### config.mk
export PLATFORM = sky130hd
export DESIGN_NAME = pipe_stall_ctrl
export DESIGN_NICKNAME = d
export VERILOG_FILES = /design/src/rtl/pipe_stall_ctrl.sv
export SDC_FILE = /design/constraint.sdc
export NUM_CORES = 1
export LEC_CHECK = 0
export CORE_ASPECT_RATIO = 0.75
export CORE_MARGIN = 8
export CORE_UTILIZATION = 32
export CTS_CLUSTER_DIAMETER = 30
export DETAILED_ROUTE_END_ITERATION = 8
export PLACE_DENSITY = 0.75
export SLEW_MARGIN = 20
export SYNTH_ARGS = -nofsm -noshare
export SYNTH_HDL_FRONTEND = slang
export SYNTH_SLANG_ARGS = --single-unit
### constraint.sdc
create_clock -name clk -period 1.6 [get_ports clk]
set_input_delay 0.24 -clock clk [delete_from_list [all_inputs] [get_ports clk]]
set_output_delay 0.24 -clock clk [all_outputs]
set_load 0.1 [all_outputs]
### src/rtl/pipe_stall_ctrl.sv
// Stall/flush/redirect control for the 5-stage RV32 pipeline.
// Optional perf counters are built only when PIPE_STALL_PERF_CNT_EN is defined.
module pipe_stall_ctrl #(
  parameter int CNT_W = 32
) (
  input  logic             clk,
  input  logic             rst_n,
  input  logic             lu_hazard,
  input  logic             br_taken,
  input  logic [31:0]      br_target,
  input  logic             dmem_req,
  input  logic             dmem_ack,
  output logic             if_en,
  output logic             id_en,
  output logic             ex_en,
  output logic             mem_en,
  output logic             id_flush,
  output logic             ex_flush,
  output logic             wb_flush,
  output logic             redirect_valid,
  output logic [31:0]      redirect_pc,
  output logic [CNT_W-1:0] stall_cnt,
  output logic [CNT_W-1:0] flush_cnt
);

  typedef enum logic [1:0] {RUN, REDIRECT, MEM_WAIT} state_t;

  state_t      state_q, state_d, ret_q, ret_d, eff;
  logic        lu_block_q, lu_set, br_go, mem_stall;
  logic        rv_d;
  logic [31:0] pc_d;
  logic        if_en_c, id_en_c, ex_en_c, mem_en_c;
  logic        id_flush_c, ex_flush_c, wb_flush_c;

  always_comb begin
    // MEM_WAIT behaves as its saved return state once the ack arrives
    eff        = (state_q == MEM_WAIT) ? ret_q : state_q;
    mem_stall  = !dmem_ack && (dmem_req || state_q == MEM_WAIT);
    if_en_c    = 1'b1;
    id_en_c    = 1'b1;
    ex_en_c    = 1'b1;
    mem_en_c   = 1'b1;
    id_flush_c = 1'b0;
    ex_flush_c = 1'b0;
    wb_flush_c = 1'b0;
    state_d    = eff;
    ret_d      = ret_q;
    lu_set     = 1'b0;
    br_go      = 1'b0;
    rv_d       = redirect_valid;
    pc_d       = redirect_pc;
    if (mem_stall) begin
      if_en_c    = 1'b0;
      id_en_c    = 1'b0;
      ex_en_c    = 1'b0;
      mem_en_c   = 1'b0;
      wb_flush_c = 1'b1;
      state_d    = MEM_WAIT;
      ret_d      = eff;
    end else if (eff == REDIRECT) begin
      id_flush_c = 1'b1;
      state_d    = RUN;
      rv_d       = 1'b0;
    end else if (br_taken) begin
      id_flush_c = 1'b1;
      ex_flush_c = 1'b1;
      rv_d       = 1'b1;
      pc_d       = br_target;
      state_d    = REDIRECT;
      br_go      = 1'b1;
    end else if (lu_hazard && !lu_block_q) begin
      if_en_c    = 1'b0;
      id_en_c    = 1'b0;
      ex_flush_c = 1'b1;
      lu_set     = 1'b1;
    end
  end

  always_ff @(posedge clk or negedge rst_n) begin
    if (!rst_n) begin
      state_q        <= RUN;
      ret_q          <= RUN;
      lu_block_q     <= 1'b0;
      redirect_valid <= 1'b0;
      redirect_pc    <= '0;
    end else begin
      state_q        <= state_d;
      ret_q          <= ret_d;
      lu_block_q     <= lu_set;
      redirect_valid <= rv_d;
      redirect_pc    <= pc_d;
    end
  end

  // Combinational controls are forced low while reset is held
  assign if_en    = rst_n & if_en_c;
  assign id_en    = rst_n & id_en_c;
  assign ex_en    = rst_n & ex_en_c;
  assign mem_en   = rst_n & mem_en_c;
  assign id_flush = rst_n & id_flush_c;
  assign ex_flush = rst_n & ex_flush_c;
  assign wb_flush = rst_n & wb_flush_c;

`ifdef PIPE_STALL_PERF_CNT_EN
  logic [CNT_W-1:0] stall_q, flush_q;

  always_ff @(posedge clk or negedge rst_n) begin
    if (!rst_n) begin
      stall_q <= '0;
      flush_q <= '0;
    end else begin
      if (!if_en_c && stall_q != '1) stall_q <= stall_q + CNT_W'(1);
      if (br_go && flush_q != '1)    flush_q <= flush_q + CNT_W'(1);
    end
  end

  assign stall_cnt = stall_q;
  assign flush_cnt = flush_q;
`else
  logic unused_br_go;
  assign unused_br_go = br_go;
  assign stall_cnt    = '0;
  assign flush_cnt    = '0;
`endif

endmodule

Word level (Yosys, flattened, before mapping)
Index checks and enable logic that the tools add are counted.
W data, S select, Z words.
{"block": "op_classes", "eq_ne": 2, "mux": 22, "bitwise": 7, "reduce_logical": 8}
{"operator": "$mux W1", "count": 18}
{"operator": "$mux W2", "count": 4}
{"operator": "$and A1 B1 Y1", "count": 5}
{"operator": "$reduce_and A3 Y1", "count": 1}
{"operator": "$eq A2 B1 Y1 const B", "count": 1}
{"operator": "$eq A2 B2 Y1 const B", "count": 1}
{"operator": "$logic_and A1 B1 Y1", "count": 2}
{"operator": "$logic_not A1 Y1", "count": 2}
{"operator": "$not A1 Y1", "count": 2}
{"operator": "$reduce_and A2 Y1", "count": 1}
{"operator": "$reduce_bool A2 Y1", "count": 1}
{"operator": "$logic_or A1 B1 Y1", "count": 1}
{"block": "totals", "reg_bits": 38, "in_bits": 38, "out_inout_bits": 104, "word_cells": 44}

Depth between registers and ports, before layout
Gate-level depths: netlist (run 1).
{"block": "logic_depth", "depth_word": 7, "depth_mapped": 5, "ltp_nobuf": 4}

Worst setup path before layout (run 1)
No wires, ideal clock.
{"block": "synth_path", "kind": "reg-to-output", "from": "register state_q[1]", "to": "output if_en", "arrival_time_ns": 3.148, "t_required_ns": 1.360, "setup_slack_ns": -1.788, "path_stages_with_launch": 6, "n_path_buf": 1, "cell_sequence": "dfrtp_1 and2b_1 o21ai_0 nand2_1 a21oi_1 buf_4"}
{"block": "synth_via", "elab_chain_cells": 6, "word_cells_on_any_way": 8, "classes_between": "2 x eq/ne; 3 x mux; 1 x bitwise; 2 x reduce/logical"}
{"element": "start, declared", "line": "28", "source": "state_t state_q, state_d, ret_q, ret_d, eff;"}
{"element": "start signal, assigned", "line": "87", "source": "state_q <= state_d;"}
{"element": "$eq A2 B2 Y1", "line": "37, 38"}
{"element": "$mux W2", "line": "37", "source": "eff = (state_q == MEM_WAIT) ? ret_q : state_q;"}
{"element": "$eq A2 B1 Y1", "line": "60", "source": "end else if (eff == REDIRECT) begin"}
{"element": "$mux W1"}
{"element": "$mux W1 *"}
{"element": "$and A1 B1 Y1 *"}
{"element": "end, declared", "line": "13", "source": "output logic if_en,"}
Every way passes the cells marked *; elsewhere a longest branch is shown, timed or not.

Worst setup path in the final report (run 1)
{"block": "layout_path", "from": "register state_q[0]", "to": "output if_en"}
{"block": "layout_via", "elab_chain_cells": 6, "word_cells_on_any_way": 8, "classes_between": "2 x eq/ne; 3 x mux; 1 x bitwise; 2 x reduce/logical"}
{"element": "$eq A2 B2 Y1", "line": "37, 38"}
{"element": "$mux W2", "line": "37"}
{"element": "$eq A2 B1 Y1", "line": "60"}
{"element": "$mux W1", "line": "60"}
{"element": "$mux W1 *", "line": "52", "source": "if (mem_stall) begin"}
{"element": "$and A1 B1 Y1 *", "line": "96", "source": "assign if_en = rst_n & if_en_c;"}
Marked as above.

==> impl_metrics.env, run 1 <==
export IMPL_clk_pin_slew_worst_paths_ns=0.07
export IMPL_violations="setup timing"
export IMPL_routedWlPerCell_um=14.6
export IMPL_routed_via_density=3.91
export IMPL_synth_compound_area_frac=0.0554
export IMPL_synthAdderAreaFrac=0
export IMPL_criticalPathCategory="flip-flop to output pin"
export IMPL_worst_setup_path_end_kind="output pin"
export IMPL_via_count=1405
export IMPL_design_portCount=142
export IMPL_clkLatencyLatePin_ns=0.28
export IMPL_dpl_instance_area_um2=3210
export IMPL_drc=0
export IMPL_place_port_buffers=77
export IMPL_final_critical_path_setup_slack_ns=-0.283
export IMPL_cts_path_max_buffers=2
export IMPL_final_layout_size_suffix_gt1_frac=0.417
export IMPL_floorplan_die_area_um2=9190
export IMPL_gp_congestion=0.781
export IMPL_detailed_place_hpwl_um=4160
export IMPL_antennaDiodeCount=0
export IMPL_die_height_um=85.1
export IMPL_finalNonFillerCells=359
export IMPL_fmaxAchievable_ghz=0.531
export IMPL_tritoncts_buffer_count=5
export IMPL_first_global_vias=1505
export IMPL_drt_pass1_iterations=4
export IMPL_core_um2=6220
export IMPL_drt_iter0_drc=14
export IMPL_final_net_count=316
export IMPL_drt_antenna_violating_nets=0
export IMPL_cts_max_level=2
export IMPL_met3_usage=0.0659
export IMPL_die_w_um=108
export IMPL_grt_remaining_overflow=0
export IMPL_totalWireLength_um=5250
export IMPL_synth_seq_cells=38
export IMPL_setup_viol=39
export IMPL_num_fill_cells=527
export IMPL_status="finished with violations"
export IMPL_clock_tree_from_tritoncts="built"
export IMPL_use_met2=0.170
export IMPL_critPathArrivalTime_ns=1.64
export IMPL_period_share=1.18
export IMPL_setup_worst_path_start_class="flip-flop"
export IMPL_report_final_hold_viol_count=0
export IMPL_synthesized_area_per_cell_um2=11.8
export IMPL_globalRouteTotalUtil=0.109
export IMPL_grt_setup_unrepaired="true"
export IMPL_global_route_peak_usage_layer="met2"
export IMPL_required_worst_endpoint_ns=1.36
export IMPL_antenna_found_initial=0
export IMPL_start_util=0.327
export IMPL_grt_util_met1=0.122
export IMPL_grt_pass1_wl_um=7870
export IMPL_seqCellArea_um2=951
export IMPL_yosysSeqAreaShare=0.467
export IMPL_max_cap_violations=0
export IMPL_area_growth_syn_to_layout_pct=71.8
export IMPL_timing_clock_skew_ns=0.00722
export IMPL_tns_ns=-7.10
export IMPL_min_period_ns=1.88
export IMPL_synth_warnings=0
export IMPL_grt_max_degree=38
export IMPL_clockRootBuffer="sky130_fd_sc_hd__clkbuf_8"
export IMPL_final_max_slew_viol_count=0
export IMPL_path_max_fanout=3
export IMPL_netlist_area_um2=2030
export IMPL_synth_simple_gate_area_frac=0.0289
export IMPL_post_place_cells=342
export IMPL_multi_input_area_um2=835
export IMPL_finish_instance_area_um2=3500
export IMPL_synth_xor_xnor_area_share=0
export IMPL_clock_sink_count=38
export IMPL_synth_mux_area_frac=0.177
export IMPL_postSynthCellCount=173
export IMPL_yosys_cell_types_count=23
export IMPL_synth_top_family_by_area="buffers and inverters"
export IMPL_min_delay_path_class="primary input to async pin"
export IMPL_row_count=25
-- registers in the layout (all words and copies together), names as in the netlist --
name            cells
lu_block_q          1
redirect_pc        32
redirect_valid      1
ret_q               2
state_q             2
-- critical path: stages (launching register included) --
cell	delay (ns)
sky130_fd_sc_hd__dfrtp_1	0.40
sky130_fd_sc_hd__nor2b_1	0.15
sky130_fd_sc_hd__buf_4	0.14
sky130_fd_sc_hd__a311oi_4	0.34
sky130_fd_sc_hd__a21oi_4	0.13
sky130_fd_sc_hd__buf_12	0.18
-- area by class of cell --
cell class | instances | area share
Clock buffer | 6 | 0.0236
Clock inverter | 1 | 0.00859
Inverter | 5 | 0.00644
Multi-Input combinational cell | 124 | 0.239
Sequential cell | 38 | 0.272
Tap cell | 81 | 0.0290
Timing Repair Buffer | 104 | 0.422
-- cell usage after synthesis --
cell type / instances / area (um2)
sky130_fd_sc_hd__mux2_1: 1 / 11.3
sky130_fd_sc_hd__conb_1: 1 / 3.75
sky130_fd_sc_hd__a221o_1: 1 / 10.0
sky130_fd_sc_hd__nand2_1: 3 / 11.3
sky130_fd_sc_hd__dfrtp_1: 38 / 951
sky130_fd_sc_hd__a21oi_1: 2 / 10.0
sky130_fd_sc_hd__o21ai_0: 6 / 30.0
sky130_fd_sc_hd__o211ai_1: 1 / 7.51
sky130_fd_sc_hd__buf_4: 66 / 495
sky130_fd_sc_hd__and2_1: 1 / 6.26
sky130_fd_sc_hd__and2b_1: 1 / 7.51
sky130_fd_sc_hd__and3_1: 1 / 6.26
sky130_fd_sc_hd__a21o_1: 1 / 7.51
sky130_fd_sc_hd__nor2b_1: 2 / 12.5
sky130_fd_sc_hd__inv_1: 5 / 18.8
sky130_fd_sc_hd__mux2_2: 31 / 349
sky130_fd_sc_hd__o21a_1: 1 / 7.51
sky130_fd_sc_hd__a21oi_4: 1 / 16.3
sky130_fd_sc_hd__a311oi_1: 1 / 8.76
sky130_fd_sc_hd__a211o_1: 1 / 8.76
sky130_fd_sc_hd__buf_6: 3 / 33.8
sky130_fd_sc_hd__nor2_1: 4 / 15.0
sky130_fd_sc_hd__a31oi_1: 1 / 6.26
-- what timing repair did --
item / CTS / global route
buffers inserted: 7 / 1
pin swaps: 5 / 1
endpoints found under the setup margin: 39 / 39
resized for setup: 5 / 2
endpoints found under the hold margin: 1 / 0
hold buffers: 1 / 0
cloned: 2 / 0
-- per-layer routing --
| metal | share of wire | wire length [um] |
|---|---|---|
| met5 | 0 | 0 |
| met4 | 0.0059 | 31 |
| met3 | 0.14 | 747 |
| met2 | 0.47 | 2480 |
| met1 | 0.38 | 1990 |
-- per-stage QoR --
| stage | hold slack, ns | utilization | setup slack [ns] |
|---|---|---|---|
| after floorplan | -0.0556 | - | -0.459 |
| after global placement | 0.0762 | 0.516 | -0.322 |
| after detailed placement | 0.0723 | 0.516 | -0.335 |
| after CTS | 0.133 | 0.560 | -0.272 |
| after global routing | 0.174 | 0.562 | -0.332 |
| final | 0.119 | 0.562 | -0.283 |
-- kinds of logic (layout without fill, tap and decap cells) --
logic type             count (synthesis)  after routing
and+or+nand+nor                       12             12
buffers and inverters                 74            116
muxes                                 32             32
other                                  1             64
AOI/OAI and AO/OA                     16             16
DFF                                   38             38
-- cell usage in the layout, fill, tap and decap left out, types with 2 or more instances in the layout --
cell / n
sky130_fd_sc_hd__dfrtp_1: 38
sky130_fd_sc_hd__clkdlybuf4s50_1: 36
sky130_fd_sc_hd__nor2b_1: 2
sky130_fd_sc_hd__conb_1: 64
sky130_fd_sc_hd__buf_4: 18
sky130_fd_sc_hd__buf_12: 44
sky130_fd_sc_hd__nor2_1: 2
sky130_fd_sc_hd__inv_1: 3
sky130_fd_sc_hd__a21oi_4: 2
sky130_fd_sc_hd__mux2_2: 31
sky130_fd_sc_hd__clkbuf_8: 6
sky130_fd_sc_hd__nand2_1: 2
sky130_fd_sc_hd__buf_6: 2
sky130_fd_sc_hd__o21ai_0: 5
-- final timing paths --
kind	start	endpoint	slack (ns)	cells after the start
min in group clk	br_target[28]	redirect_pc[28]	0.56	2
max in group asynchronous	rst_n	lu_block_q	1.08	2
hold / removal	rst_n	ret_q[0]	0.12	2
setup reg to reg	state_q[0]	redirect_pc[5]	-0.22	6
hold reg to reg	redirect_pc[6]	redirect_pc[6]	0.57	1
setup / recovery	state_q[0]	if_en	-0.28	5
Power of run 1 is left out: the tool's default activity adds up to more than one toggle a clock period on the data nets, which glitch-free logic cannot reach.
==> run 2, diff against run 1 <==
--- a/config.mk
+++ b/config.mk
@@ -5,12 +5,14 @@
 export SDC_FILE = /design/constraint.sdc
 export NUM_CORES = 1
 export LEC_CHECK = 0
+export CELL_PAD_IN_SITES_DETAIL_PLACEMENT = 1
+export CELL_PAD_IN_SITES_GLOBAL_PLACEMENT = 1
 export CORE_ASPECT_RATIO = 0.75
 export CORE_MARGIN = 8
-export CORE_UTILIZATION = 32
+export CORE_UTILIZATION = 25
 export CTS_CLUSTER_DIAMETER = 30
 export DETAILED_ROUTE_END_ITERATION = 8
-export PLACE_DENSITY = 0.75
+export PLACE_DENSITY = 0.78
 export SLEW_MARGIN = 20
 export SYNTH_ARGS = -nofsm -noshare
 export SYNTH_HDL_FRONTEND = slang
==> constraint.sdc (replaced) <==
create_clock -name clk -period 2 [get_ports clk]
set_input_delay 0.3 -clock clk [delete_from_list [all_inputs] [get_ports clk]]
set_output_delay 0.3 -clock clk [all_outputs]
set_load 0.1 [all_outputs]
==> run 2 against run 1 <==
  * The flow now finishes without violations
  * Die area increased by 23%
  * Flip-flop and latch count is the same
  * Clock-buffer cell count fell by 1
  * Critical path depth shrank 1
==> impl_metrics.env, run 2 (synthesized netlist as in run 1, its figures left out) <==
export IMPL_grt_max_degree=22
export IMPL_fin_worst_hold_slack_ns=0.0501
export IMPL_largest_reg_flops=32
export IMPL_cts_path_max_buffers=2
export IMPL_clock_sink_count=38
export IMPL_min_period_ns=1.95
export IMPL_grt_pass1_wl_um=8420
export IMPL_place_port_buffers=77
export IMPL_status="completed"
export IMPL_finish_instance_area_um2=2950
export IMPL_antenna_found_initial=0
export IMPL_cts_max_level=2
export IMPL_dpl_instance_area_um2=2790
export IMPL_clk_pin_slew_worst_paths_ns=0.08
export IMPL_tritoncts_buffer_count=5
export IMPL_commonest_cells_after_routing_fill_and_taps_aside="64 x sky130_fd_sc_hd__conb_1, 47 x sky130_fd_sc_hd__buf_4, 38 x sky130_fd_sc_hd__dfrtp_1"
export IMPL_setup_worst_path_start_class="flip-flop"
export IMPL_gp_congestion=0.733
export IMPL_final_critical_path_setup_slack_ns=0.0510
export IMPL_final_max_slew_viol_count=0
export IMPL_reg2reg_depth=5
export IMPL_via_count=1345
export IMPL_drt_pass1_iterations=3
export IMPL_seqCellArea_um2=951
export IMPL_mostFrequentLayoutCell="sky130_fd_sc_hd__conb_1"
export IMPL_path_max_fanout=5
export IMPL_required_worst_endpoint_ns=1.70
export IMPL_floorplan_die_area_um2=11300
export IMPL_min_delay_path_class="primary input to async pin"
export IMPL_row_count=28
export IMPL_die_height_um=94.1
export IMPL_criticalPathCategory="flip-flop to output pin"
export IMPL_drt_iter0_drc=39
export IMPL_detailed_place_hpwl_um=4470
export IMPL_core_um2=7880
export IMPL_grt_remaining_overflow=0
export IMPL_critPathArrivalTime_ns=1.65
export IMPL_antennaDiodeCount=0
export IMPL_top_register="redirect_pc"
export IMPL_totalWireLength_um=5470
export IMPL_report_final_hold_viol_count=0
export IMPL_drt_antenna_violating_nets=0
export IMPL_drc=0
export IMPL_clkLatencyLatePin_ns=0.28
export IMPL_setup_viol=0
export IMPL_routedWlPerCell_um=14.7
export IMPL_max_cap_violations=0
export IMPL_final_layout_size_suffix_gt1_frac=0.399
export IMPL_num_fill_cells=877
export IMPL_fmaxAchievable_ghz=0.513
export IMPL_design_portCount=142
export IMPL_clockRootBuffer="sky130_fd_sc_hd__clkbuf_8"
export IMPL_routed_via_density=3.61
export IMPL_multi_input_area_um2=835
export IMPL_tns_ns=0
export IMPL_worst_setup_path_end_kind="output pin"
export IMPL_final_net_count=305
export IMPL_period_share=0.975
export IMPL_die_w_um=120
export IMPL_first_global_vias=1548
export IMPL_globalRouteTotalUtil=0.0937
export IMPL_clock_tree_from_tritoncts="built"
export IMPL_area_growth_syn_to_layout_pct=45.2
export IMPL_timing_clock_skew_ns=0.00311
export IMPL_reg_top3="redirect_pc (32), ret_q (2), state_q (2)"
export IMPL_placement_setup_worst_slack_ns=-0.0589
export IMPL_start_util=0.258
==> run 2: final cells by class <==
| class | count | share of cell area |
|---|---|---|
| Clock buffer | 5 | 0.0233 |
| Clock inverter | 3 | 0.0152 |
| Inverter | 5 | 0.00762 |
| Multi-Input combinational cell | 124 | 0.283 |
| Sequential cell | 38 | 0.322 |
| Tap cell | 105 | 0.0445 |
| Timing Repair Buffer | 93 | 0.305 |
==> run 2: final timing paths <==
path	slack, ns	from	to
worst min-delay path	0.05	rst_n	ret_q[1]
worst max-delay path	0.05	state_q[1]	id_en
min in group clk	0.50	redirect_pc[6]	redirect_pc[6]
worst max register to register	0.26	state_q[0]	redirect_pc[19]
worst min register to register	0.50	redirect_pc[6]	redirect_pc[6]
max in group asynchronous	1.72	rst_n	redirect_pc[13]
==> run 2: per-stage QoR <==
stage,cells,utilization
floorplan,236,-
global placement,360,0.353
detailed placement,360,0.353
CTS,371,0.371
global route,373,0.375
finish,373,0.375
==> run 2: layer usage <==
metal / track usage / up-vias / wire, um
met4: 0.0342 / 0 / 55
met1: 0.109 / 633 / 2210
li1: - / 636 / -
met3: 0.0270 / 5 / 405
met2: 0.162 / 71 / 2800
met5: 0 / - / 0
==> run 2: what timing repair did <==
item,in CTS,in global routing
resized for setup,0,5
gates cloned,0,0
endpoints found under the setup margin,4,4
buffers inserted,3,3
endpoints found under the hold margin,0,0
hold buffers,0,0
pin swaps,2,5
==> run 2: critical path, stage by stage (launching register included) <==
cell,delay (ns)
sky130_fd_sc_hd__dfrtp_1,0.42
sky130_fd_sc_hd__and2b_4,0.22
sky130_fd_sc_hd__a311oi_4,0.40
sky130_fd_sc_hd__a21oi_4,0.13
sky130_fd_sc_hd__buf_12,0.18
Power of run 2 is left out for the same reason.
